File: src/rtl/alu_serial_pkg.sv
`default_nettype none
// ============================================================================
//  Module      : alu_serial_pkg
//  Description : Shared ALU control codes, FSM state encoding and op helpers.
//  Revision    : 1.0 - initial release
// ============================================================================
package alu_serial_pkg;

    localparam logic [2:0] c_ALU_ADD = 3'h2;
    localparam logic [2:0] c_ALU_SUB = 3'h3;
    localparam logic [2:0] c_ALU_AND = 3'h4;
    localparam logic [2:0] c_ALU_OR  = 3'h5;
    localparam logic [2:0] c_ALU_NOR = 3'h6;
    localparam logic [2:0] c_ALU_XOR = 3'h7;

    localparam logic [1:0] c_ST_IDLE = 2'd0;
    localparam logic [1:0] c_ST_RUN  = 2'd1;
    localparam logic [1:0] c_ST_DONE = 2'd2;

    typedef enum logic [1:0] {
        ST_IDLE = c_ST_IDLE,
        ST_RUN  = c_ST_RUN,
        ST_DONE = c_ST_DONE
    } state_t;

    // Arithmetic codes with bit0 set (3'h1, 3'h3) subtract: A + ~B + 1.
    function automatic logic op_inverts_b(input logic [2:0] ctrl);
        return (ctrl[2] == c_ALU_SUB[2]) && (ctrl[0] == c_ALU_SUB[0]);
    endfunction

endpackage
`default_nettype wire

File: src/rtl/alu_serial_if.sv
`default_nettype none
// ============================================================================
//  Module      : alu_serial_if
//  Description : Operand (valid/ready in) and result (valid/ready out) bundle.
//  Revision    : 1.0 - initial release
// ============================================================================
interface alu_serial_if #(
    parameter int WIDTH = 32
);
    logic             in_valid;
    logic             in_ready;
    logic [WIDTH-1:0] A;
    logic [WIDTH-1:0] B;
    logic [2:0]       control;
    logic             out_valid;
    logic             out_ready;
    logic [WIDTH-1:0] out;
    logic             carryout;
    logic             overflow;
    logic             zero;
    logic             negative;

    modport master (
        output in_valid, A, B, control, out_ready,
        input  in_ready, out_valid, out, carryout, overflow, zero, negative
    );

    modport slave (
        input  in_valid, A, B, control, out_ready,
        output in_ready, out_valid, out, carryout, overflow, zero, negative
    );
endinterface
`default_nettype wire

File: src/rtl/alu_serial_alu1.sv
`default_nettype none
// ============================================================================
//  Module      : alu1
//  Description : 1-bit ALU slice (add/sub with carry, AND/OR/NOR/XOR).
//  Revision    : 1.0 - initial release
// ============================================================================
module alu1
    import alu_serial_pkg::*;
(
    output logic       out,
    output logic       carryout,
    input  wire logic  A,
    input  wire logic  B,
    input  wire logic  carryin,
    input  wire logic [2:0] control
);
    logic w_b;

    assign w_b = B ^ op_inverts_b(control);

    always_comb begin
        out      = 1'b0;
        carryout = 1'b0;
        case (control)
            c_ALU_AND: out = A & B;
            c_ALU_OR:  out = A | B;
            c_ALU_NOR: out = ~(A | B);
            c_ALU_XOR: out = A ^ B;
            default: begin
                out      = A ^ w_b ^ carryin;
                carryout = (A & w_b) | (carryin & (A ^ w_b));
            end
        endcase
    end
endmodule
`default_nettype wire

File: src/rtl/alu_serial.sv
`default_nettype none
// ============================================================================
//  Module      : alu_serial
//  Description : Bit-serial WIDTH-bit ALU, one alu1 slice iterated LSB first.
//  Revision    : 1.0 - initial release
// ============================================================================
module alu_serial
    import alu_serial_pkg::*;
#(
    parameter int WIDTH = 32
) (
    input  wire logic    clk,
    input  wire logic    reset,
    alu_serial_if.slave  bus
);
    localparam int                 c_IDX_W    = $clog2(WIDTH);
    localparam logic [c_IDX_W-1:0] c_LAST_IDX = c_IDX_W'(WIDTH - 1);

    state_t             r_state;
    logic [WIDTH-1:0]   r_a_sh;
    logic [WIDTH-1:0]   r_b_sh;
    logic [WIDTH-1:0]   r_res_sh;
    logic [WIDTH-1:0]   r_out;
    logic [2:0]         r_ctrl;
    logic [c_IDX_W-1:0] r_bit_idx;
    logic               r_carry;
    logic               r_carryout;
    logic               r_overflow;
    logic               r_in_ready;
    logic               r_out_valid;

    logic               w_slice_out;
    logic               w_slice_cout;
    logic               w_arith;
    logic [WIDTH-1:0]   w_res_next;

    alu1 u_alu1 (
        .out      (w_slice_out),
        .carryout (w_slice_cout),
        .A        (r_a_sh[0]),
        .B        (r_b_sh[0]),
        .carryin  (r_carry),
        .control  (r_ctrl)
    );

    assign w_arith    = ~r_ctrl[2];
    assign w_res_next = {w_slice_out, r_res_sh[WIDTH-1:1]};

    always_ff @(posedge clk) begin
        if (reset) begin
            r_state     <= ST_IDLE;
            r_a_sh      <= '0;
            r_b_sh      <= '0;
            r_res_sh    <= '0;
            r_out       <= '0;
            r_ctrl      <= c_ALU_ADD;
            r_bit_idx   <= '0;
            r_carry     <= 1'b0;
            r_carryout  <= 1'b0;
            r_overflow  <= 1'b0;
            r_in_ready  <= 1'b1;
            r_out_valid <= 1'b0;
        end else begin
            case (r_state)
                ST_IDLE: begin
                    if (bus.in_valid) begin
                        r_a_sh     <= bus.A;
                        r_b_sh     <= bus.B;
                        r_ctrl     <= bus.control;
                        r_carry    <= op_inverts_b(bus.control);
                        r_bit_idx  <= '0;
                        r_in_ready <= 1'b0;
                        r_state    <= ST_RUN;
                    end
                end
                ST_RUN: begin
                    r_a_sh    <= r_a_sh >> 1;
                    r_b_sh    <= r_b_sh >> 1;
                    r_res_sh  <= w_res_next;
                    r_carry   <= w_slice_cout;
                    r_bit_idx <= r_bit_idx + 1'b1;
                    // MSB step: r_carry is still the carry into the MSB here.
                    if (r_bit_idx == c_LAST_IDX) begin
                        r_out       <= w_res_next;
                        r_carryout  <= w_arith & w_slice_cout;
                        r_overflow  <= w_arith & (r_carry ^ w_slice_cout);
                        r_out_valid <= 1'b1;
                        r_state     <= ST_DONE;
                    end
                end
                ST_DONE: begin
                    if (bus.out_ready) begin
                        r_out_valid <= 1'b0;
                        r_in_ready  <= 1'b1;
                        r_state     <= ST_IDLE;
                    end
                end
                default: begin
                    r_out_valid <= 1'b0;
                    r_in_ready  <= 1'b1;
                    r_state     <= ST_IDLE;
                end
            endcase
        end
    end

    assign bus.in_ready  = r_in_ready;
    assign bus.out_valid = r_out_valid;
    assign bus.out       = r_out;
    assign bus.carryout  = r_carryout;
    assign bus.overflow  = r_overflow;
    assign bus.zero      = (r_out == '0);
    assign bus.negative  = r_out[WIDTH-1];
endmodule
`default_nettype wire

File: src/flat_wrapper.sv
// flat-port wrapper written by rule: the top's interface ports become plain ports
module alu_serial_flat import alu_serial_pkg::*;
#(
    parameter int WIDTH = 32
)
  (clk, reset, bus_in_valid, bus_A, bus_B, bus_control, bus_out_ready, bus_in_ready, bus_out_valid, bus_out, bus_carryout, bus_overflow, bus_zero, bus_negative);
  alu_serial_if #(.WIDTH(WIDTH)) bus_i ();
  input  wire logic clk;
  input  wire logic reset;
  input wire logic [$bits(bus_i.in_valid)-1:0] bus_in_valid;
  input wire logic [$bits(bus_i.A)-1:0] bus_A;
  input wire logic [$bits(bus_i.B)-1:0] bus_B;
  input wire logic [$bits(bus_i.control)-1:0] bus_control;
  input wire logic [$bits(bus_i.out_ready)-1:0] bus_out_ready;
  output wire logic [$bits(bus_i.in_ready)-1:0] bus_in_ready;
  output wire logic [$bits(bus_i.out_valid)-1:0] bus_out_valid;
  output wire logic [$bits(bus_i.out)-1:0] bus_out;
  output wire logic [$bits(bus_i.carryout)-1:0] bus_carryout;
  output wire logic [$bits(bus_i.overflow)-1:0] bus_overflow;
  output wire logic [$bits(bus_i.zero)-1:0] bus_zero;
  output wire logic [$bits(bus_i.negative)-1:0] bus_negative;
  assign bus_i.in_valid = bus_in_valid;
  assign bus_i.A = bus_A;
  assign bus_i.B = bus_B;
  assign bus_i.control = bus_control;
  assign bus_i.out_ready = bus_out_ready;
  assign bus_in_ready = bus_i.in_ready;
  assign bus_out_valid = bus_i.out_valid;
  assign bus_out = bus_i.out;
  assign bus_carryout = bus_i.carryout;
  assign bus_overflow = bus_i.overflow;
  assign bus_zero = bus_i.zero;
  assign bus_negative = bus_i.negative;
  alu_serial #(.WIDTH(WIDTH)) u_core (.clk(clk), .reset(reset), .bus(bus_i));
endmodule
File: config.mk
export PLATFORM = sky130hd
export DESIGN_NAME = alu_serial_flat
export DESIGN_NICKNAME = d
export VERILOG_FILES = /design/src/rtl/alu_serial_pkg.sv /design/src/rtl/alu_serial_if.sv /design/src/rtl/alu_serial_alu1.sv /design/src/rtl/alu_serial.sv /design/src/flat_wrapper.sv
export SDC_FILE = /design/constraint.sdc
export NUM_CORES = 1
export LEC_CHECK = 0
export CELL_PAD_IN_SITES_DETAIL_PLACEMENT = 0
export CELL_PAD_IN_SITES_GLOBAL_PLACEMENT = 1
export CORE_ASPECT_RATIO = 0.8
export CORE_MARGIN = 1.5
export CORE_UTILIZATION = 38
export CTS_CLUSTER_DIAMETER = 60
export DETAILED_ROUTE_END_ITERATION = 12
export GPL_TIMING_DRIVEN = 0
export PLACE_DENSITY_LB_ADDON = 0.1
export SYNTH_ARGS = -nofsm -noshare
export SYNTH_HDL_FRONTEND = slang
export SYNTH_HIERARCHICAL = 1
export SYNTH_SLANG_ARGS = --single-unit
File: constraint.sdc
create_clock -name clk -period 2 [get_ports clk]
set_input_delay 0.4 -clock clk [delete_from_list [all_inputs] [get_ports clk]]
set_output_delay 0.4 -clock clk [all_outputs]
set_load 0.01 [all_outputs]
* Word level (Yosys, flattened, before mapping)
Cells that the tools add are included.
Storage, ports and cells: flip-flop bits (word level) 143, latch bits 0, bits in writable memories 0, memory bits (read-only) 0, input bits 71, output and inout port bits 38, logic and storage cells 72, memories 0
Cells by class: $add $sub $neg 1, multipliers 0, div/mod/pow operators 0, order comparisons 0, equality and inequality tests 10, shift-type cells 0, multiplexer cells 20, bitwise operators 17, reduce and logical (&&, ||, !) cells 12
Operators with widths (number):
- $pmux W32 S2 | 2
- $mux W32 | 2
- $logic_not A32 Y1 | 1
- $eq A3 B3 Y1 const B | 4
- $pmux W5 S2 | 1
- $reduce_and A3 Y1 | 3
- $mux W1 | 6
- $mux W2 | 3
- $pmux W1 S3 | 2
- $pmux W2 S3 | 1
- $reduce_and A2 Y1 | 3
- $add A5 B1 Y5 const B | 1
- $and A1 B1 Y1 | 5
- $eq A5 B5 Y1 const B | 1
- $mux W5 | 1
- $not A1 Y1 | 5
- $xor A1 B1 Y1 | 5
- $ne A2 B2 Y1 const B | 2
- $pmux W1 S4 | 1
- $reduce_or A4 Y1 | 1
- $eq A2 B1 Y1 const B | 1
- $eq A2 B2 Y1 const B | 1
- $logic_and A1 B1 Y1 | 2
- $logic_not A2 Y1 | 1
- other kinds (4) | 5

* Depth between registers and ports, before layout
Gate-level depths: netlist of run 1.
depth in word-level cells 9, gate-level depth with buffers 8, mapped depth without buffers 7

* Modules after synthesis
Netlist of run 1, hierarchy kept.
Modules (own cells, without submodules):
- alu_serial | times used 1, cells an instance 719, area each 5735.5 µm², seq. area each 2842.7 µm²
- alu1 | times used 1, cells an instance 15, area each 133.9 µm², seq. area each 0.0 µm²

* Worst setup path after synthesis of run 1
OpenSTA, ideal clock, no wires.
path kind reg-to-reg, from register u_core.r_ctrl[0], to register u_core.r_overflow, in the netlist u_core/bus.overflow, library setup time 0.070 ns, arrival time 1.617 ns, required time 1.930 ns, slack 0.313 ns, stages on the path, launching flop included 8, path buffers 0, period minus slack after synthesis 1.687 ns, cells stage by stage dfxtp_1 -> nor2b_1 -> xnor2_1 -> fa_1 -> nor2_1 -> xnor2_1 -> or3_1 -> a21oi_1
On the way: word-level cells in the longest chain between the ends 8, elaborated cells between the ends (all ways) 14, classes of those cells eq/ne: 4; mux: 1; bitwise: 7; reduce/logical: 2
RTL lines:
- from (decl) | line alu_serial.sv:24 | logic [2:0] r_ctrl;
- from (signal assigned) | line alu_serial.sv:56 | r_ctrl <= c_ALU_ADD;
- from (signal assigned) | line alu_serial.sv:69 | r_ctrl <= bus.control;
- $logic_and A1 B1 Y1 | line alu_serial_pkg.sv:28 | return (ctrl[2] == c_ALU_SUB[2]) && (ctrl[0] == c_ALU_SUB[0]);
- $xor A1 B1 Y1 | line alu_serial_alu1.sv:19 | assign w_b = B ^ op_inverts_b(control);
- $xor A1 B1 Y1 | line alu_serial_alu1.sv:31 | carryout = (A & w_b) | (carryin & (A ^ w_b));
- $and A1 B1 Y1 | line alu_serial_alu1.sv:31
- $or A1 B1 Y1 | line alu_serial_alu1.sv:31
- $mux W1 * | line alu_serial_alu1.sv:24 | case (control)
- net u_core.w_slice_cout | line alu_serial.sv:33 | logic w_slice_cout;
- $xor A1 B1 Y1 * | line alu_serial.sv:86 | r_overflow <= w_arith & (r_carry ^ w_slice_cout);
- $and A1 B1 Y1 * | line alu_serial.sv:86
- to (signal assigned) | line alu_serial.sv:86
- to (decl) | line alu_serial.sv:28 | logic r_overflow;
The timed path passes the listed nets; every way through them passes the cells marked *. A chain may end at the register's enable or synchronous reset.

* Worst setup path after layout of run 1
from register u_core.r_out[27], in the netlist u_core/bus.out[27], to output port bus_zero
On the way: word-level cells in the longest chain between the ends 1
RTL lines:
- from (decl) | line alu_serial.sv:23 | logic [WIDTH-1:0] r_out;
- from (signal assigned) | line alu_serial.sv:84 | r_out <= w_res_next;
- $logic_not A32 Y1 | line alu_serial.sv:112 | assign bus.zero = (r_out == '0);
- to (decl) | line flat_wrapper.sv:20 | output wire logic [$bits(bus_i.zero)-1:0] bus_zero;
No other way between the ends.

==> metrics.txt, run 1 <==
fin area=around 7900 um^2; register bit total from synthesis=around 140; worst skew pair latency=~0.42 ns; final setup vio count=0; DIE AREA=around 16000 um^2; largest net degree at the start of global routing=17; synth unique cells=36; H-Tree Depth=4; Core Region=~15000 um^2; IO Port Bufs=~110; largest cells by area after synthesis=dfxtp_1, nand2_1, nor2_1; Antenna diodes=0; die span in y=about 110 um; Placed Area=between 7000 and 8000 um^2; global placement routability congestion=around 0.8; Max Root-Sink Buffers=2; WP data arrival=between 1.5 and 2 ns; pwr/cell area=roughly 920 nW/um^2; Final TNS setup=0 ns; Clock Pin Slew Worst Setup and Hold Paths=about 0.06 ns; top cell type's share of synthesized area=0.4843; post-layout min period=1.942 ns; Remaining DRCs=0; DR vias=5400; Ports=roughly 110; Total GRT Usage=0.1951; Post-Syn Instances=~730; CTS root buf=clkbuf_16; cell area after synthesis=between 5000 and 6000 um^2; leading area contributor after synthesis=dfxtp_1; Syn Area/Cell=approximately 8.0 um^2; worst-path maximum fanout=2; Post-synth EDFFs=0; CTS tree=yes; Pre-antenna DRT Iters=4; Initial Utilization=0.3896; layout cells sized above 1=0.1293; ys async rst share=0; TritonCTS Buffers=17; Avg WL per Cell=about 14 um; CP startpoint kind=flop; DP Worst Slack=-0.1794 ns; Avg Vias per Cell=roughly 5.0; sequential element share of the synthesized area=0.4843; commonest non-fill, non-tap cells in the layout=nand2_1, dfxtp_1, nor2_1, clkdlybuf4s50_1, a21oi_1; Leak=0.002913 uW; Rows=40; Final Hold Fails=0; MaxCap Viol Count=0; Slew @ Worst Pin=0.6738 ns; Routed WL=14.97 mm; initial antenna violation count=0; Iteration-0 DRC Markers=roughly 270; Clock Skew=0.007267 ns; Final Util=0.5247; Nets=about 940; Worst EP required=1.60 ns; post-route ant nets=0; Net Count, Synth=810; Slew Viols, Final=0; chip width=between 100 and 150 um; Top FF cell, synth=dfxtp_1; CTS Sinks=142; fin cells=1084; vias in the first global route=approximately 5200; P&R area growth vs syn=34.66%; crit share post-route=0.9712; status=finished, final reports clean; final setup margin=roughly 0.058 ns; DP HPWL=about 11 mm; Hold WC Path Type=flop to flop; placed cell count=~1100; crit end category=primary output; unrepaired setup endpoints after global routing=true; slew margin rel.=0.5508; YS warnings=6; critical path class=flop to primary output; GRT Residual Overflow=0; f_max=514.8 MHz; most common cell after layout, fill and taps aside=nand2_1; first-pass GRT wire length=between 20 and 30 mm; peak supply drop=approximately 0.0006 V
## what timing repair did
item / CTS / global route
hold buffers: 0 / 0
pin swaps: 3 / 1
gates resized for setup: 8 / 14
setup buffers: 1 / 0
gates cloned: 0 / 0
hold endpoints to repair: 0 / 0
endpoints found under the setup margin: 1 / 34
## metal layers
layer / up-vias / track usage / wire length (um)
li1: 2741 / - / -
met1: 2534 / 0.2693 / 7535
met2: 110 / 0.2998 / 6631
met3: 15 / 0.04182 / 587
met4: 0 / 0.07423 / 211
met5: - / 0 / 0
## registers in the layout, summed over array words and instances (netlist names)
name                  flops
u_core/bus.carryout       1
u_core/r_a_sh            32
u_core/r_bit_idx          5
u_core/bus.overflow       1
u_core/r_b_sh            32
u_core/bus.in_ready       1
u_core/r_ctrl             3
u_core/r_res_sh          31
u_core/r_carry            1
u_core/bus.out_valid      1
u_core/r_state            2
u_core/bus.out           32
## cell type report
| type | instances | area, um^2 |
|---|---|---|
| fill | 1442 | 7161 |
| sequential | 142 | 2848 |
| multi-input combinational | 523 | 2708 |
| timing repair buffer | 108 | 1074 |
| clock buffer | 21 | 460.4 |
| buffer | 63 | 341.6 |
| tap | 210 | 262.8 |
| clock inverter | 11 | 187.7 |
| inverter | 6 | 22.52 |
## path summary, 6_finish.rpt
kind,startpoint,endpoint,slack (ns),cells after the start
worst min register to register,u_core/r_res_sh[1],u_core/bus.out[0],0.46,2
worst min-delay path,u_core/r_res_sh[1],u_core/bus.out[0],0.46,2
worst max-delay path,u_core/bus.out[27],bus_zero,0.06,4
worst max register to register,u_core/r_ctrl[0],u_core/r_res_sh[31],0.15,7
## critical path, stage by stage, from the launching register on
cell and delay (ns):
dfxtp_2 0.33, nor4_4 0.31, nand4_1 0.21, nor2_1 0.13, buf_2 0.14
## metrics by stage
step	power (uW)	hold slack (ns)
2_1_floorplan	3569	0.4321
3_3_place_gp	3834	0.4456
3_5_place_dp	3855	0.4527
4_1_cts	7332	0.4603
5_1_grt	7563	0.4873
6_report	7255	0.4576
## power breakdown
group,switching (uW),internal (uW)
Sequential,78.9,2970
Combinational,403,350
Clock,1180,2270
Total,1670,5590
## Yosys cell counts (all sizes together) (3+ instances only)
cell type  instances
nor2b              3
clkbuf            22
nor4              70
ha                 4
dfxtp            142
mux2i              3
nor3              63
nand2            140
a21oi             75
nand3b             6
nand3              6
nor2             129
buf               41
inv                6
## cells by family after synthesis
family | after synthesis | synth area share
AOI/OAI and AO/OA | 82 | 0.07418
xor gates and xnor gates | 2 | 0.002985
adders and majority gates | 5 | 0.01194
buffers and inverters | 69 | 0.06139
DFF | 142 | 0.4843
muxes | 4 | 0.007035
and+or+nand+nor | 430 | 0.3581
No activity file was read; power rests on OpenSTA's default activity.
==> inputs of run 2 (changes only) <==
Settings changed: REMOVE_ABC_BUFFERS set to 1, SLEW_MARGIN set to 10.
==> run 2 against run 1 <==
  * Total power decreased by 3.2%
  * Largest power group unchanged
  * Highest routed layer unchanged
  * Critical path depth unchanged
  * Register-to-register slack got worse by 0.02 ns
  * Core utilization decreased by 0.27 points
  * Sequential cell count unchanged
==> metrics.txt, run 2 (synthesis results as in run 1) <==
status=finished, final reports clean; worst-case reg-to-reg path depth=7 (unchanged); crit share post-route=0.9647 (-0.006431); Slew Viols, Final=0 (unchanged); TritonCTS Buffers=17 (unchanged); CTS tree=yes; f_max=518.3 MHz (+0.67%); post-route ant nets=0 (unchanged); H-Tree Depth=4 (unchanged); CTS Hold Bufs=0 (unchanged); Core Region=15060 um^2 (unchanged); commonest non-fill, non-tap cells in the layout=nand2_1, dfxtp_1, nor2_1, clkdlybuf4s50_1, a21oi_1; die span in y=114.2 um (unchanged); slew margin rel.=0.6524 (+0.1016); DR top layer=met4; Rows=40 (unchanged); DIE AREA=16210 um^2 (unchanged); Nets=888 (-5.2%); Hold WC Path Type=primary input to flop; WP data arrival=1.53 ns (about the same); GRT Residual Overflow=0 (unchanged); Avg WL per Cell=14.05 um (+1.8%); pwr/cell area=893.1 nW/um^2 (-2.7%); Pre-antenna DRT Iters=4 (unchanged); layout cells sized above 1=0.1079 (-0.02141); first-pass GRT wire length=24.22 mm (-3.6%); total power=7022 uW (-3.2%); Slew @ Worst Pin=0.5203 ns (-0.1535 ns); global placement routability congestion=0.7225 (-7.0%); Routed WL=14.55 mm (-2.8%); Worst EP required=1.60 ns (about the same); CTS root buf=clkbuf_16; Total GRT Usage=0.1873 (-0.007843); placed cell count=998 (-5.0%); Final TNS setup=0 ns (unchanged); crit end category=primary output; Clock Pin Slew Worst Setup and Hold Paths=0.06 ns (about the same); final setup vio count=0 (unchanged); largest net degree at the start of global routing=103 (+86); Remaining DRCs=0 (unchanged); initial antenna violation count=0 (unchanged); CP startpoint kind=flop; MaxCap Viol Count=0 (unchanged); critical path class=flop to primary output; CTS Sinks=142 (unchanged); fin cells=1035 (-4.5%); area occupied by multi-input gates=2769 um^2 (+2.3%); DP HPWL=8.785 mm (-18%); M1 WL=7.031 mm (-6.7%); Leak=0.002809 uW (-3.6%); fillers=1439 (-0.21%); chip width=142.0 um (unchanged); Max Root-Sink Buffers=2 (unchanged); Initial Utilization=0.3896 (unchanged); Iteration-0 DRC Markers=291 (+9.4%); Min-Delay Path Depth=2 (unchanged); Clock Skew=0.01049 ns (+0.003228 ns); most common cell after layout, fill and taps aside=nand2_1; worst skew pair latency=0.42 ns (about the same); Reg area=2855 um^2 (+0.26%); worst-path maximum fanout=3 (+1); Ports=109 (unchanged); P&R area growth vs syn=33.96%; unrepaired setup endpoints after global routing=true; Final Hold Fails=0 (unchanged); DR vias=5174 (-4.2%); hold_ws=0.3410 ns (-0.1166 ns); peak supply drop=0.0006173 V (+2.9%); Antenna diodes=0 (unchanged); post-layout min period=1.929 ns (-0.01286 ns); WL met2=6.674 mm (+0.65%); IO Port Bufs=108 (+0.93%); vias in the first global route=4934 (-5.5%); routed wl met3=700 um (+19%); Avg Vias per Cell=4.999 (+0.35%)
run 2: cell count changes in the layout (fill, tap and decap cells not counted), moves of 3 or more:
cell / previous run / this run
buf_2: 28 / 1
clkbuf_1: 21 / 1
buf_16: 0 / 9
buf_4: 11 / 3
buf_6: 4 / 1
clkbuf_2: 3 / 0
clkinvlp_4: 0 / 3
inv_6: 0 / 3
run 2: layout make-up:
type | count | share of cell area
clock inverters | 13 | 0.02069
repair buffers | 120 | 0.1714
inverters | 6 | 0.002864
multi-input cells | 525 | 0.3522
well taps | 210 | 0.03342
clock buffers | 19 | 0.05633
flip-flops and latches | 142 | 0.3631
run 2: worst max-delay path, stage by stage (launching register included):
cell and delay, ns:
dfxtp_4 0.35, nor4_4 0.32, nand4_1 0.18, nor2_1 0.13, buf_2 0.13
run 2: path summary, 6_finish.rpt:
check | from | endpoint | slack [ns]
max | u_core/bus.out[15] | bus_zero | 0.07
min | reset | u_core/r_b_sh[31] | 0.34
max reg2reg | u_core/r_ctrl[0] | u_core/r_res_sh[31] | 0.13
min reg2reg | u_core/bus.carryout | u_core/bus.carryout | 0.46
run 2: stage by stage:
step	setup WS (ns)	utilization	instance area, um^2
floorplan	-2.516	-	5532
global placement	-5.049	0.4564	6875
detailed placement	-0.6922	0.4742	7143
CTS	0.02085	0.5189	7818
global route	-0.04332	0.5219	7863
finish	0.07054	0.5219	7863
run 2: layer usage:
metal	track usage	vias to the layer above
met2	0.3054	100
met4	0.05704	0
met5	0	-
met3	0.04977	10
li1	-	2653
met1	0.2437	2411
run 2: where the power goes:
part | internal [uW] | total, uW | leakage [uW] | switching (uW)
combinational | 371 | 760 | 0.00136 | 389
sequential | 2960 | 3040 | 0.00116 | 81.9
clock | 2000 | 3220 | 0.000290 | 1220
run 2: timing repair:
item	CTS	global route
setup buffers	1	2
cloned	2	0
endpoints found under the setup margin	98	20
resized for setup	15	7
pin swaps	5	3
